--- config.mk ---
export PLATFORM = sky130hd
export DESIGN_NAME = nibble_serial_adder_ctrl
export DESIGN_NICKNAME = d
export VERILOG_FILES = /design/src/rtl/adder_pkg.sv /design/src/rtl/nibble_adder.sv /design/src/rtl/nibble_serial_adder_ctrl.sv
export SDC_FILE = /design/constraint.sdc
export NUM_CORES = 1
export LEC_CHECK = 0
export CAP_MARGIN = 0
export CORE_ASPECT_RATIO = 1.5
export CORE_MARGIN = 1
export CORE_UTILIZATION = 40
export CTS_CLUSTER_DIAMETER = 50
export DETAILED_ROUTE_END_ITERATION = 8
export GPL_ROUTABILITY_DRIVEN = 0
export PLACE_DENSITY = 0.66
export SLEW_MARGIN = 25
export SYNTH_ARGS = -nofsm -noshare
export SYNTH_HDL_FRONTEND = slang
export SYNTH_SLANG_ARGS = --single-unit
--- constraint.sdc ---
create_clock -name clk -period 4.4 [get_ports clk]
set_input_delay 0.66 -clock clk [delete_from_list [all_inputs] [get_ports clk]]
set_output_delay 0.66 -clock clk [all_outputs]
set_load 0.03 [all_outputs]
--- src/rtl/adder_pkg.sv ---
// rtl/adder_pkg.sv - shared state encoding and slice width for the nibble-serial adder
package adder_pkg;

    localparam int SLICE_W = 4;

    typedef enum logic [1:0] {
        IDLE = 2'd0,
        RUN  = 2'd1,
        DONE = 2'd2
    } state_e;

endpackage

--- src/rtl/nibble_adder.sv ---
// rtl/nibble_adder.sv - 4-bit ripple adder with carry-in, one full-adder cell per bit
module nibble_adder
    import adder_pkg::*;
(
    input  logic [SLICE_W-1:0] a,
    input  logic [SLICE_W-1:0] b,
    input  logic               cin,
    output logic [SLICE_W-1:0] s,
    output logic               cout
);

    logic [SLICE_W:0] c;

    assign c[0] = cin;

    for (genvar i = 0; i < SLICE_W; i++) begin : g_fa
        assign s[i]   = a[i] ^ b[i] ^ c[i];
        assign c[i+1] = (a[i] & b[i]) | (a[i] & c[i]) | (b[i] & c[i]);
    end

    assign cout = c[SLICE_W];

endmodule

--- src/rtl/nibble_serial_adder_ctrl.sv ---
// rtl/nibble_serial_adder_ctrl.sv - sequences a WIDTH-bit add/sub through one shared nibble adder
module nibble_serial_adder_ctrl
    import adder_pkg::*;
#(
    parameter int WIDTH = 16
) (
    input  logic             clk,
    input  logic             rst_n,
    input  logic             in_valid,
    output logic             in_ready,
    input  logic [WIDTH-1:0] op_a,
    input  logic [WIDTH-1:0] op_b,
    input  logic             sub,
    output logic             out_valid,
    input  logic             out_ready,
    output logic [WIDTH-1:0] result,
    output logic             carry_out,
    output logic             overflow,
    output logic             busy
);

    localparam int NSLICE = WIDTH / SLICE_W;
    localparam int CNT_W  = $clog2(NSLICE);

    state_e             state_q, state_d;
    logic [CNT_W-1:0]   cnt_q, cnt_d;
    logic [WIDTH-1:0]   a_q, a_d;
    logic [WIDTH-1:0]   b_q, b_d;
    logic [WIDTH-1:0]   result_q, result_d;
    logic               carry_q, carry_d;
    logic               ovf_q, ovf_d;

    logic [SLICE_W-1:0] nib_a, nib_b, nib_s;
    logic               nib_cout;

    assign nib_a = a_q[cnt_q*SLICE_W +: SLICE_W];
    assign nib_b = b_q[cnt_q*SLICE_W +: SLICE_W];

    nibble_adder u_nibble_adder (
        .a    (nib_a),
        .b    (nib_b),
        .cin  (carry_q),
        .s    (nib_s),
        .cout (nib_cout)
    );

    always_comb begin
        state_d  = state_q;
        cnt_d    = cnt_q;
        a_d      = a_q;
        b_d      = b_q;
        result_d = result_q;
        carry_d  = carry_q;
        ovf_d    = ovf_q;
        case (state_q)
            IDLE: begin
                if (in_valid) begin
                    // Subtraction is A + ~B + 1: invert B here, the +1 rides in as carry-in.
                    a_d     = op_a;
                    b_d     = sub ? ~op_b : op_b;
                    carry_d = sub;
                    cnt_d   = '0;
                    state_d = RUN;
                end
            end
            RUN: begin
                result_d[cnt_q*SLICE_W +: SLICE_W] = nib_s;
                carry_d = nib_cout;
                cnt_d   = cnt_q + 1'b1;
                if (cnt_q == CNT_W'(NSLICE - 1)) begin
                    ovf_d   = (a_q[WIDTH-1] == b_q[WIDTH-1]) && (nib_s[SLICE_W-1] != a_q[WIDTH-1]);
                    state_d = DONE;
                end
            end
            DONE: begin
                if (out_ready) begin
                    state_d = IDLE;
                end
            end
            default: state_d = IDLE;
        endcase
    end

    always_ff @(posedge clk or negedge rst_n) begin
        if (!rst_n) begin
            state_q  <= IDLE;
            cnt_q    <= '0;
            a_q      <= '0;
            b_q      <= '0;
            result_q <= '0;
            carry_q  <= 1'b0;
            ovf_q    <= 1'b0;
        end else begin
            state_q  <= state_d;
            cnt_q    <= cnt_d;
            a_q      <= a_d;
            b_q      <= b_d;
            result_q <= result_d;
            carry_q  <= carry_d;
            ovf_q    <= ovf_d;
        end
    end

    assign in_ready  = (state_q == IDLE);
    assign out_valid = (state_q == DONE);
    assign busy      = (state_q != IDLE);
    assign result    = result_q;
    assign carry_out = carry_q;
    assign overflow  = ovf_q;

endmodule
==> Flow_metrics.wiki, run 1 <==
{| class="wikitable"
! Metric !! Value
|-
| Status || completed
|-
| Worst EP required || 4580 ps
|-
| Slew at the pin with the worst max-slew slack || 892 ps
|-
| Highest-count cells in the layout ignoring fill and taps || 56 x sky130_fd_sc_hd__clkdlybuf4s50_1, 54 x sky130_fd_sc_hd__dfrtp_1, 26 x sky130_fd_sc_hd__o21ai_0
|-
| Cell type of the slowest stage on the worst timing path || sky130_fd_sc_hd__dfrtp_1
|-
| Post-DP HPWL || 3.77 mm
|-
| Count of buffer and inverter cells on the critical path || 2
|-
| Total overflow reported by the global router || 0
|-
| Largest cells by area after synthesis || sky130_fd_sc_hd__dfrtp_1 52%, sky130_fd_sc_hd__mux2_2 6.9%, sky130_fd_sc_hd__mux4_2 6.9%, sky130_fd_sc_hd__xnor2_1 5.4%, sky130_fd_sc_hd__o21ai_0 5.0%
|-
| First drt pass iteration count || 4
|-
| Number of warnings printed during yosys synthesis || 0
|-
| Simple-gate area share of the yosys netlist || 10.0%
|-
| Adder-Cell Fraction of Synth Area || 5.94%
|-
| Area Growth Syn to Fin || 27.2%
|-
| Start-to-end type of the worst setup path || flop to flop
|-
| Placement row count || 35
|-
| Initial antenna violation count || 0
|-
| Primary flip-flop cell chosen by synthesis mapping || sky130_fd_sc_hd__dfrtp_1
|-
| Commonest non-fill, non-tap cell in the layout || sky130_fd_sc_hd__clkdlybuf4s50_1
|-
| Startpoint Class || flop
|-
| Number of flops mapped to enable cells by yosys || 0
|-
| Total negative slack || 0 ps
|-
| Critical register-to-register path startpoint || cnt_q[0]
|-
| Seq/Total Area, Yosys || between 50% and 60%
|-
| DIE HEIGHT || 101 microns
|-
| Clock transition at the registers of the reported paths || approximately 110 ps
|-
| Setup crit end kind || flop
|-
| Crit-path max cell delay || 850 ps
|-
| Cell family with the largest share of critical-path delay || adder cells
|-
| Series of cell instances along the critical path || mux4_2, fa_1, inv_1, fa_1, fa_1, inv_1, fa_1, and3b_1, a21oi_1, a31oi_1
|-
| Data arrival time of the worst path || 3670 ps
|-
| Count of antenna-violating nets left after detailed routing || 0
|-
| WHS || 462 ps
|-
| Initial core utilization || 42.0%
|-
| Cell area after technology mapping || 0.00261 sq mm
|-
| Worst slew slack as a fraction of its limit || 40.4%
|-
| Area fraction of the dominant cell type after synthesis || 51.7%
|-
| TritonCTS Buffers || 5
|-
| Dominant combinational cell family by area after synthesis || multiplexers
|-
| Hold Vio Cnt, Final || 0
|-
| Total setup violations reported at the end of the flow || 0
|-
| Area fraction in compound gates after synthesis || a little under a tenth
|-
| Setup repair after global routing missed its margin || no
|-
| Most common cell type on the critical path || sky130_fd_sc_hd__fa_1
|-
| Floorplan die width || 68.0 microns
|-
| Post-Syn Nets || 258
|-
| Gate count after technology mapping || ~210
|-
| Wire length of the first global-routing pass || 8.40 mm
|-
| Max cap viols || 0
|-
| Hold Buf Count CTS || 0
|-
| Power per standard cell area || 740 mW/mm^2
|-
| Number of distinct standard cells referenced by the synthesized netlist || 33
|-
| Maximum number of pins on one net before global-route repair || 55
|-
| Minimum period implied by the final worst setup slack || roughly 3500 ps
|-
| Clock H-tree levels || 2
|-
| Vias post-DR || between 1.5k and 2k
|-
| Final total power || ~2.5 mW
|-
| XOR/XNOR Fraction of Synth Area || 5.37%
|-
| Number of DRC markers after the initial detailed-route iteration || slightly above 100
|-
| Synth area leader || sky130_fd_sc_hd__dfrtp_1
|-
| Post-CTS Setup Bufs || 0
|-
| Vias in the first global route || roughly 1.7k
|-
| Ratio of routed vias to standard cells || 5.05
|-
| Critical-path maximum fanout || 18
|-
| Root Buffer || sky130_fd_sc_hd__clkbuf_8
|-
| Gates resized, CTS repair || 0
|-
| TritonCTS sink count || 54
|-
| Syn_area_per_cell || 12.4 sq um
|-
| Area of the die || 0.00686 sq mm
|-
| Critical path startpoint || cnt_q[0]
|-
| Total Wirelength || 5.03 mm
|-
| Fmax achieved || ~290 MHz
|-
| IO Port Bufs || 57
|-
| CTS tree || done
|-
| Ports || 58
|-
| DRC violations left || 0
|-
| Class of the tightest hold or removal check || input pin to async pin
|-
| Proportion of synthesized flip-flops having asynchronous set or reset || 100%
|-
| Maximum number of buffers from clock root to sink || 2
|-
| Layout net count || 314
|-
| Total global-route track usage || 16.7%
|-
| Mux cell area share after synthesis || 13.8%
|-
| Leakage power total || approximately 1.4 nW
|-
| Number of synthesized register bits || 54
|-
| Diode insertion count for antenna repair || 0
|-
| Share of layout cells above drive strength 1 || 15.3%
|-
| Part of the cycle the worst path needs || 79.2%
|-
| Core Area || 0.00622 sq mm
|-
| Final slew viol count || 0
|-
| Average wire per standard cell || 14.7 microns
|-
| Peak supply drop || 0.274 mV
|-
| Worst Skew || 8.99 ps
|-
| Clk Latency, worst-skew pair || between 300 and 400 ps
|}
flip-flops by register name, summed over array words and instances, names as in the netlist:
name       flops
a_q           16
b_q           16
carry_out      1
cnt_q          2
overflow       1
result        16
state_q        2
final timing paths:
path	to	slack [ps]	cells past startpoint
worst max-delay path	overflow	920	10
worst min-delay path	a_q[9]	460	2
worst max register to register	overflow	920	10
worst min register to register	b_q[11]	490	2
max in group asynchronous	state_q[0]	3500	2
min in group clk	b_q[11]	490	2
final cells by class:
| cell class | count | area [sq um] |
|---|---|---|
| fillers | 566 | 2900 |
| well taps | 74 | 92.6 |
| flip-flops and latches | 54 | 1350 |
| clock buffers | 5 | 68.8 |
| multi-input cells | 137 | 1160 |
| inverters | 10 | 37.5 |
| clock inverters | 3 | 26.3 |
| repair buffers | 59 | 581 |
metrics by stage:
step           instances  util [%]  setup slack, ps  area [sq um]
2_1_floorplan        211         -             1230          2610
3_3_place_gp         334      51.9              961          3230
3_5_place_dp         334      51.9              905          3230
4_1_cts              342      53.4              904          3320
5_1_grt              342      53.4              702          3320
6_report             342      53.4              916          3320
power breakdown:
part           leakage, nW  switching (mW)  internal (mW)
Combinational        0.680           0.669          0.603
Clock               0.0495           0.174          0.119
Sequential           0.679           0.183          0.710
Total                 1.41            1.03           1.43
synthesized netlist by cell type (2+ instances only):
cell type	n
sky130_fd_sc_hd__dfrtp_1	54
sky130_fd_sc_hd__nand2_1	25
sky130_fd_sc_hd__ha_1	6
sky130_fd_sc_hd__nor4b_1	3
sky130_fd_sc_hd__buf_6	2
sky130_fd_sc_hd__inv_1	10
sky130_fd_sc_hd__a21oi_1	2
sky130_fd_sc_hd__or4b_1	3
sky130_fd_sc_hd__buf_2	4
sky130_fd_sc_hd__clkbuf_1	4
sky130_fd_sc_hd__xnor2_1	16
sky130_fd_sc_hd__nand3b_1	4
sky130_fd_sc_hd__mux2_2	16
sky130_fd_sc_hd__fa_1	4
sky130_fd_sc_hd__o21ai_0	26
sky130_fd_sc_hd__mux4_2	8
sky130_fd_sc_hd__a22o_1	5
sky130_fd_sc_hd__a22o_2	4
logic make-up (layout without fill, tap and decap cells):
group,Yosys count,in the layout
compound gates,40,40
xor+xnor,16,16
fa+ha+maj,10,10
buf+inv,20,77
flops,54,54
mux,24,24
simple gates,47,47
per-layer routing:
layer / wire [microns] / vias up / share of wire [%] / track usage [%]
li1: - / 850 / - / -
met1: 2090 / 825 / 42 / 20.2
met2: 2650 / 44 / 53 / 28.0
met3: 175 / 8 / 3.5 / 2.94
met4: 116 / 0 / 2.3 / 7.85
met5: 0 / - / 0 / 0
Power figures use the tool's default switching activity.
==> inputs of run 2 (changes only) <==
==> constraint.sdc (replaced) <==
create_clock -name clk -period 3.5 [get_ports clk]
set_input_delay 0.525 -clock clk [delete_from_list [all_inputs] [get_ports clk]]
set_output_delay 0.525 -clock clk [all_outputs]
set_load 0.03 [all_outputs]
==> Flow_metrics.wiki, run 2 (synthesized netlist as in run 1, its figures left out) <==
{| class="wikitable"
! Metric !! Value
|-
| Status || completed
|-
| Hold Buf Count CTS || 0
|-
| Total Wirelength || 5.13 mm
|-
| Critical-path maximum fanout || 6
|-
| Leakage power total || 1.42 nW
|-
| Total overflow reported by the global router || 0
|-
| Post-DP HPWL || roughly 4 mm
|-
| Number of DRC markers after the initial detailed-route iteration || 121
|-
| Worst Skew || 8.96 ps
|-
| Commonest non-fill, non-tap cell in the layout || sky130_fd_sc_hd__clkdlybuf4s50_1
|-
| TritonCTS Buffers || 5
|-
| First drt pass iteration count || 4
|-
| Setup crit end kind || flop
|-
| Highest-count cells in the layout ignoring fill and taps || 56 x sky130_fd_sc_hd__clkdlybuf4s50_1, 54 x sky130_fd_sc_hd__dfrtp_1, 26 x sky130_fd_sc_hd__o21ai_0
|-
| Maximum number of buffers from clock root to sink || 2
|-
| Minimum period implied by the final worst setup slack || between 3000 and 4000 ps
|-
| Part of the cycle the worst path needs || about nine tenths
|-
| Fmax achieved || 324 MHz
|-
| Placed cells || 337
|-
| Wire length of the first global-routing pass || 8.89 mm
|-
| Count of antenna-violating nets left after detailed routing || 0
|-
| Floorplan die width || 68.0 microns
|-
| Area Growth Syn to Fin || 27.6%
|-
| Worst EP required || 3670 ps
|-
| Root Buffer || sky130_fd_sc_hd__clkbuf_8
|-
| Gates resized, CTS repair || 0
|-
| CTS tree || done
|-
| Hold Vio Cnt, Final || 0
|-
| Slew at the pin with the worst max-slew slack || 884 ps
|-
| Diode insertion count for antenna repair || 0
|-
| Max cap viols || 0
|-
| IO Port Bufs || 57
|-
| Total setup violations reported at the end of the flow || 0
|-
| TritonCTS sink count || 54
|-
| Placement row count || 35
|-
| Total negative slack || 0 ps
|-
| Clock H-tree levels || 2
|-
| DRC violations left || 0
|-
| Core Area || 0.00622 sq mm
|-
| Final slew viol count || 0
|-
| Power per standard cell area || 920 mW/mm^2
|-
| Vias post-DR || 1770
|-
| Post-CTS Setup Bufs || 0
|-
| Initial core utilization || 42.0%
|-
| Setup repair after global routing missed its margin || no
|-
| Class of the tightest hold or removal check || input pin to async pin
|-
| Layout net count || 317
|-
| Total global-route track usage || 17.6%
|-
| Peak supply drop || roughly 0.39 mV
|-
| Startpoint Class || flop
|-
| DIE HEIGHT || 101 microns
|-
| Average wire per standard cell || around 15 microns
|-
| Ratio of routed vias to standard cells || 5.16
|-
| Worst slew slack as a fraction of its limit || 40.9%
|-
| Post-route insts no fill || 343
|-
| Initial antenna violation count || 0
|-
| Start-to-end type of the worst setup path || flop to flop
|-
| Area of the die || 0.00686 sq mm
|-
| Ports || 58
|-
| Data arrival time of the worst path || 3260 ps
|-
| Count of filler cells inserted in the layout || 572
|-
| Clk Latency, worst-skew pair || 300 ps
|-
| Clock transition at the registers of the reported paths || 90 ps
|-
| Maximum number of pins on one net before global-route repair || 35
|-
| Vias in the first global route || 1812
|-
| Share of layout cells above drive strength 1 || 15.6%
|-
| WHS || 283 ps
|}
[run 2: critical path, stage by stage (launching register included)]
cell and delay, ps:
sky130_fd_sc_hd__dfrtp_1 530, sky130_fd_sc_hd__mux4_2 560, sky130_fd_sc_hd__fa_1 390, sky130_fd_sc_hd__inv_1 70
sky130_fd_sc_hd__fa_1 170, sky130_fd_sc_hd__fa_1 160, sky130_fd_sc_hd__inv_1 50, sky130_fd_sc_hd__fa_1 610
sky130_fd_sc_hd__and3b_1 210, sky130_fd_sc_hd__a21oi_1 120, sky130_fd_sc_hd__a31oi_1 90
[run 2: area by class of cell]
type / count / area [sq um] / share of cell area [%]
multi-input cells: 137 / 1160 / 35.0
inverters: 10 / 37.5 / 1.13
well taps: 74 / 92.6 / 2.78
flip-flops and latches: 54 / 1350 / 40.6
clock buffers: 6 / 82.6 / 2.48
repair buffers: 62 / 603 / 18.1
[run 2: metal layers]
metal | global-route usage (%) | share of wire [%]
met2 | 30.2 | 53
met3 | 3.39 | 3.1
met1 | 21.3 | 42
met5 | 0 | 0
met4 | 6.25 | 1.9
[run 2: stage by stage]
step                      cell area, sq um  worst slack (ps)  utilization, %  power, mW
after global placement                3250               417            52.3       2.74
after floorplan                       2610               330               -       2.20
after global routing                  3330               158            53.6       3.34
after detailed placement              3250               380            52.3       2.78
after CTS                             3330               364            53.6       3.12
final                                 3330               414            53.6       3.07
[run 2: worst paths after layout]
path,endpoint,cells past startpoint,startpoint,slack (ps)
max,overflow,10,cnt_q[0],410
min,result[1],1,rst_n,280
max reg2reg,overflow,10,cnt_q[0],410
min reg2reg,result[10],2,result[10],480
max in group asynchronous,b_q[4],2,rst_n,2470
min in group clk,result[10],2,result[10],480
[run 2: power by group]
| group | total, mW | switching (mW) | internal (mW) |
|---|---|---|---|
| Sequential | 1.09 | 0.191 | 0.894 |
| Combinational | 1.64 | 0.867 | 0.773 |
| Clock | 0.341 | 0.187 | 0.153 |
| Total | 3.07 | 1.25 | 1.82 |
